===== config.mk =====
export PLATFORM = sky130hd
export DESIGN_NAME = reg_select_encoder
export DESIGN_NICKNAME = d
export VERILOG_FILES = /design/src/rtl/reg_select_encoder.sv
export SDC_FILE = /design/constraint.sdc
export NUM_CORES = 1
export LEC_CHECK = 0
export ABC_AREA = 1
export CORE_ASPECT_RATIO = 1.2
export CORE_MARGIN = 2
export CORE_UTILIZATION = 47
export DETAILED_ROUTE_END_ITERATION = 7
export PLACE_DENSITY = 0.71
export SYNTH_ARGS = -nofsm -noshare
export SYNTH_HDL_FRONTEND = slang
export SYNTH_SLANG_ARGS = --single-unit

===== constraint.sdc =====
create_clock -name clk -period 4.3 [get_ports clk]
set_input_delay 1.29 -clock clk [delete_from_list [all_inputs] [get_ports clk]]
set_output_delay 1.29 -clock clk [all_outputs]
set_load 0.01 [all_outputs]

===== src/rtl/reg_select_encoder.sv =====
// Collapses per-register request lines into one granted index at a time, presented on a valid/ack handshake.
// Optional build macro REG_SELECT_FIXED_PRIORITY_EN selects lowest-index-wins instead of round-robin.
module reg_select_encoder #(
  parameter int SEL_W     = 3,
  parameter int RESET_PTR = 0
) (
  input  logic                  clk,
  input  logic                  reset,
  input  logic [2**SEL_W-1:0]   req,
  input  logic                  enable,
  output logic [SEL_W-1:0]      code_out,
  output logic                  code_valid,
  input  logic                  code_ack,
  output logic [2**SEL_W-1:0]   pending
);

  localparam int N = 2**SEL_W;

  // Handshake: code_out is held stable while code_valid is high; the grant
  // completes on the edge where code_valid & code_ack; ack without valid is ignored.
  typedef enum logic {IDLE, PRESENT} state_t;

  state_t           state_q, state_d;
  logic [N-1:0]     pending_q, pending_d;
  logic [SEL_W-1:0] code_out_q, code_out_d;
  logic             code_valid_q, code_valid_d;
  logic [N-1:0]     clr;
  logic [SEL_W-1:0] pick;
  logic             found;

`ifndef REG_SELECT_FIXED_PRIORITY_EN
  logic [SEL_W-1:0] ptr_q, ptr_d;
  logic [SEL_W-1:0] scan_idx;
`endif

  // Arbitration looks only at registered pending; same-cycle req waits a cycle.
  always_comb begin
    pick  = '0;
    found = 1'b0;
`ifdef REG_SELECT_FIXED_PRIORITY_EN
    for (int i = N - 1; i >= 0; i--) begin
      if (pending_q[i]) begin
        pick  = SEL_W'(i);
        found = 1'b1;
      end
    end
`else
    scan_idx = '0;
    for (int i = 0; i < N; i++) begin
      scan_idx = ptr_q + SEL_W'(i);
      if (!found && pending_q[scan_idx]) begin
        pick  = scan_idx;
        found = 1'b1;
      end
    end
`endif
  end

  always_comb begin
    clr = '0;
    if (code_valid_q && code_ack) clr[code_out_q] = 1'b1;
    // A set in the same cycle as the clear keeps the bit pending.
    pending_d = (pending_q & ~clr) | req;
  end

  always_comb begin
    state_d      = state_q;
    code_out_d   = code_out_q;
    code_valid_d = code_valid_q;
`ifndef REG_SELECT_FIXED_PRIORITY_EN
    ptr_d        = ptr_q;
`endif
    case (state_q)
      IDLE: begin
        code_valid_d = 1'b0;
        if (enable && found) begin
          code_out_d   = pick;
          code_valid_d = 1'b1;
          state_d      = PRESENT;
        end
      end
      PRESENT: begin
        if (code_ack) begin
          code_valid_d = 1'b0;
          state_d      = IDLE;
`ifndef REG_SELECT_FIXED_PRIORITY_EN
          ptr_d        = code_out_q + 1'b1;
`endif
        end
      end
      default: begin
        state_d      = IDLE;
        code_valid_d = 1'b0;
      end
    endcase
  end

  always_ff @(posedge clk or posedge reset) begin
    if (reset) begin
      state_q      <= IDLE;
      pending_q    <= '0;
      code_out_q   <= '0;
      code_valid_q <= 1'b0;
`ifndef REG_SELECT_FIXED_PRIORITY_EN
      ptr_q        <= SEL_W'(RESET_PTR);
`endif
    end else begin
      state_q      <= state_d;
      pending_q    <= pending_d;
      code_out_q   <= code_out_d;
      code_valid_q <= code_valid_d;
`ifndef REG_SELECT_FIXED_PRIORITY_EN
      ptr_q        <= ptr_d;
`endif
    end
  end

  assign code_out   = code_out_q;
  assign code_valid = code_valid_q;
  assign pending    = pending_q;

endmodule


==> results.json <==
{
  "critPathArrivalTime_ps": 2970,
  "crit_chain": "inv_2 -> ha_1 -> inv_2 -> nand3_1 -> nand3_2 -> nand2_2 -> nor2_4 -> nand4_4 -> nor2_4 -> nand3_2 -> nand3_4 -> inv_4 -> nand2_1 -> nand2_1",
  "drtAntennaViolNets": 0,
  "maxCapViolations": 0,
  "synth_top_cell_area_share_pct": 26.76,
  "grt_pass1_vias": 1323,
  "layout_commonest_cell": "nand2_1",
  "final_cell_mix": "58 x nand2_1, 28 x nand3_1, 24 x inv_1",
  "clk_path_buf_depth": 2,
  "ctsHoldBuffers": 0,
  "place_congestion": 0.8999,
  "final.period_utilization_pct": 64.77,
  "finalWirelength_um": 3254,
  "hp-class": "register to register",
  "cpPeakStageDelay_ps": 740,
  "ys_ff_latch": 16,
  "cts_max_level": 1,
  "drc": 0,
  "power.total_mw": 1.340,
  "start_util_pct": 48.98,
  "io_pins": 24,
  "clkLatencyLatePin_ps": 290,
  "num_rows": 22,
  "status": "completed",
  "finalMaxSlewViolations": 0,
  "postCtsSetupRepairBufs": 0,
  "core_um2": 3055,
  "syn_inst": 208,
  "dp_hpwl_um": 2746,
  "layout-drive-gt1-share_pct": 19.83,
  "die_x_um": 55.51,
  "viasPerCell": 5.060,
  "cts_tree": "built",
  "max_freq_mhz": 359.1,
  "cp-end-kind": "register",
  "portBuffers": 23,
  "multi_input_area_um2": 942.2,
  "grt_pass1_wl_um": 5796,
  "diodes": 0,
  "drt_first_pass_iters": 4,
  "crit_fanout": 12,
  "synth_area_per_cell_um2": 7.194,
  "antenna_found_initial": 0,
  "cts_resized": 0,
  "maxSlewHeadroom_pct": 58.35,
  "placed_area_um2": 1738,
  "leakagePower_nw": 0.8584,
  "cts_inserted_buffers": 3,
  "synth_cell_types": 29,
  "grt.overflow.total": 0,
  "seqCellArea_um2": 400.4,
  "hold_viol_final": 0,
  "setup_tns_ps": 0,
  "powerDensity_nw_per_um2": 755.5,
  "irDropWorstVdd_v": 0.0004359,
  "grt_max_degree": 17,
  "fin_area_um2": 1774,
  "first_iter_violations": 39,
  "fin_skew_ps": 5.000,
  "yosysTopAreaCell": "dfrtp_1",
  "nFillCells": 300,
  "critical_path_class": "register to register",
  "setup_violations": 0,
  "ys_top_cells_by_area": "dfrtp_1 27%, nand2_1 15%, nand3_1 9.4%",
  "post-route-util_pct": 58.07,
  "crit_required_ps": 4490,
  "startpoint_type": "register",
  "syn_area_um2": 1496,
  "vias": 1356,
  "worst-slew-pin-transition_ps": 624.8,
  "cp_slowest_cell": "dfrtp_1",
  "die_y_um": 65.81,
  "rsz0062_at_grt": "false",
  "cts_sinks": 16,
  "wl_per_cell_um": 12.14,
  "nets": 248,
  "area_growth_pct": 18.56,
  "finalCriticalPeriod_ps": 2785,
  "die_area_um2": 3653,
  "cts_root_buffer": "clkbuf_4",
  "clk_pin_slew_worst_paths_ps": 100,
  "gr-usage-all-layers_pct": 19.84,
  "ys_seq_area_share_pct": 26.76,
  "yosys_warnings": 0,
  "synth_nets": 223
}
metrics by stage:
step                hold WS [ps]  setup slack [ps]  cells
CTS                        589.9              1507    268
global placement           569.6              1569    264
detailed placement         563.2              1525    264
floorplan                  574.8              2151    208
global route               609.9              1245    268
finish                     585.4              1515    268
kinds of logic (layout without fill, tap and decap cells):
group	Yosys count	in the layout	share of synthesized area, %
xor+xnor	5	5	5.937
flops	16	16	26.76
simple gates	131	131	47.66
compound gates	19	19	6.857
fa+ha+maj	3	3	2.509
buf+inv	34	58	10.28
path summary, 6_finish.rpt:
check	from	endpoint	slack (ps)	depth (start not counted)
min in group asynchronous	reset	ptr_q[2]	1350	2
min reg2reg	code_out[0]	ptr_q[0]	590	1
min	code_out[0]	ptr_q[0]	590	1
max in group asynchronous	reset	pending[6]	2570	2
max reg2reg	ptr_q[0]	code_out[2]	1520	14
max	ptr_q[0]	code_out[2]	1520	14
worst max-delay path: cells and delay by family (launching register included):
kind,cells,cell delay (ps)
fa+ha+maj,1,450
buf+inv,3,400
flops,1,740
simple gates,10,1090
synthesized netlist by cell type:
cell type,instances
a21oi_1,2
a31oi_1,1
buf_6,3
clkinv_2,1
dfrtp_1,16
ha_1,3
inv_1,24
inv_2,5
inv_4,1
nand2_1,58
nand2_2,9
nand2_4,2
nand3_1,28
nand3_2,12
nand3_4,1
nand3b_1,1
nand4_1,3
nand4_4,1
nor2_1,9
nor2_2,2
nor2_4,3
nor3_1,1
o21ai_0,14
o21ai_2,1
o21bai_1,1
or2_2,1
xnor2_1,2
xnor2_2,1
xor2_4,2
metal layers:
layer	routed length, um	share of wire [%]	GRT usage, %	up-vias
met3	84	2.6	1.957	6
met4	42	1.3	7.012	0
met1	1498	46	24.66	601
li1	-	-	-	721
met5	0	0	0	-
met2	1627	50	35.71	28
cell type report:
type                    count  share of cell area (%)
multi-input cells         158                   53.10
flip-flops and latches     16                   22.57
repair buffers             23                   12.98
inverters                  31                   6.770
well taps                  36                   2.539
clock buffers               4                   2.045
sequential cells by signal, indices dropped and copies added (netlist names):
signal,count
pending,8
state_q,1
code_out,3
ptr_q,3
code_valid,1
report_power, final:
part | total [mW] | internal [mW] | switching (mW)
clock | 0.0996 | 0.0516 | 0.0481
combinational | 0.969 | 0.348 | 0.621
sequential | 0.272 | 0.182 | 0.0905
total | 1.34 | 0.581 | 0.760
Note: power is estimated with default switching activity, not from simulation.
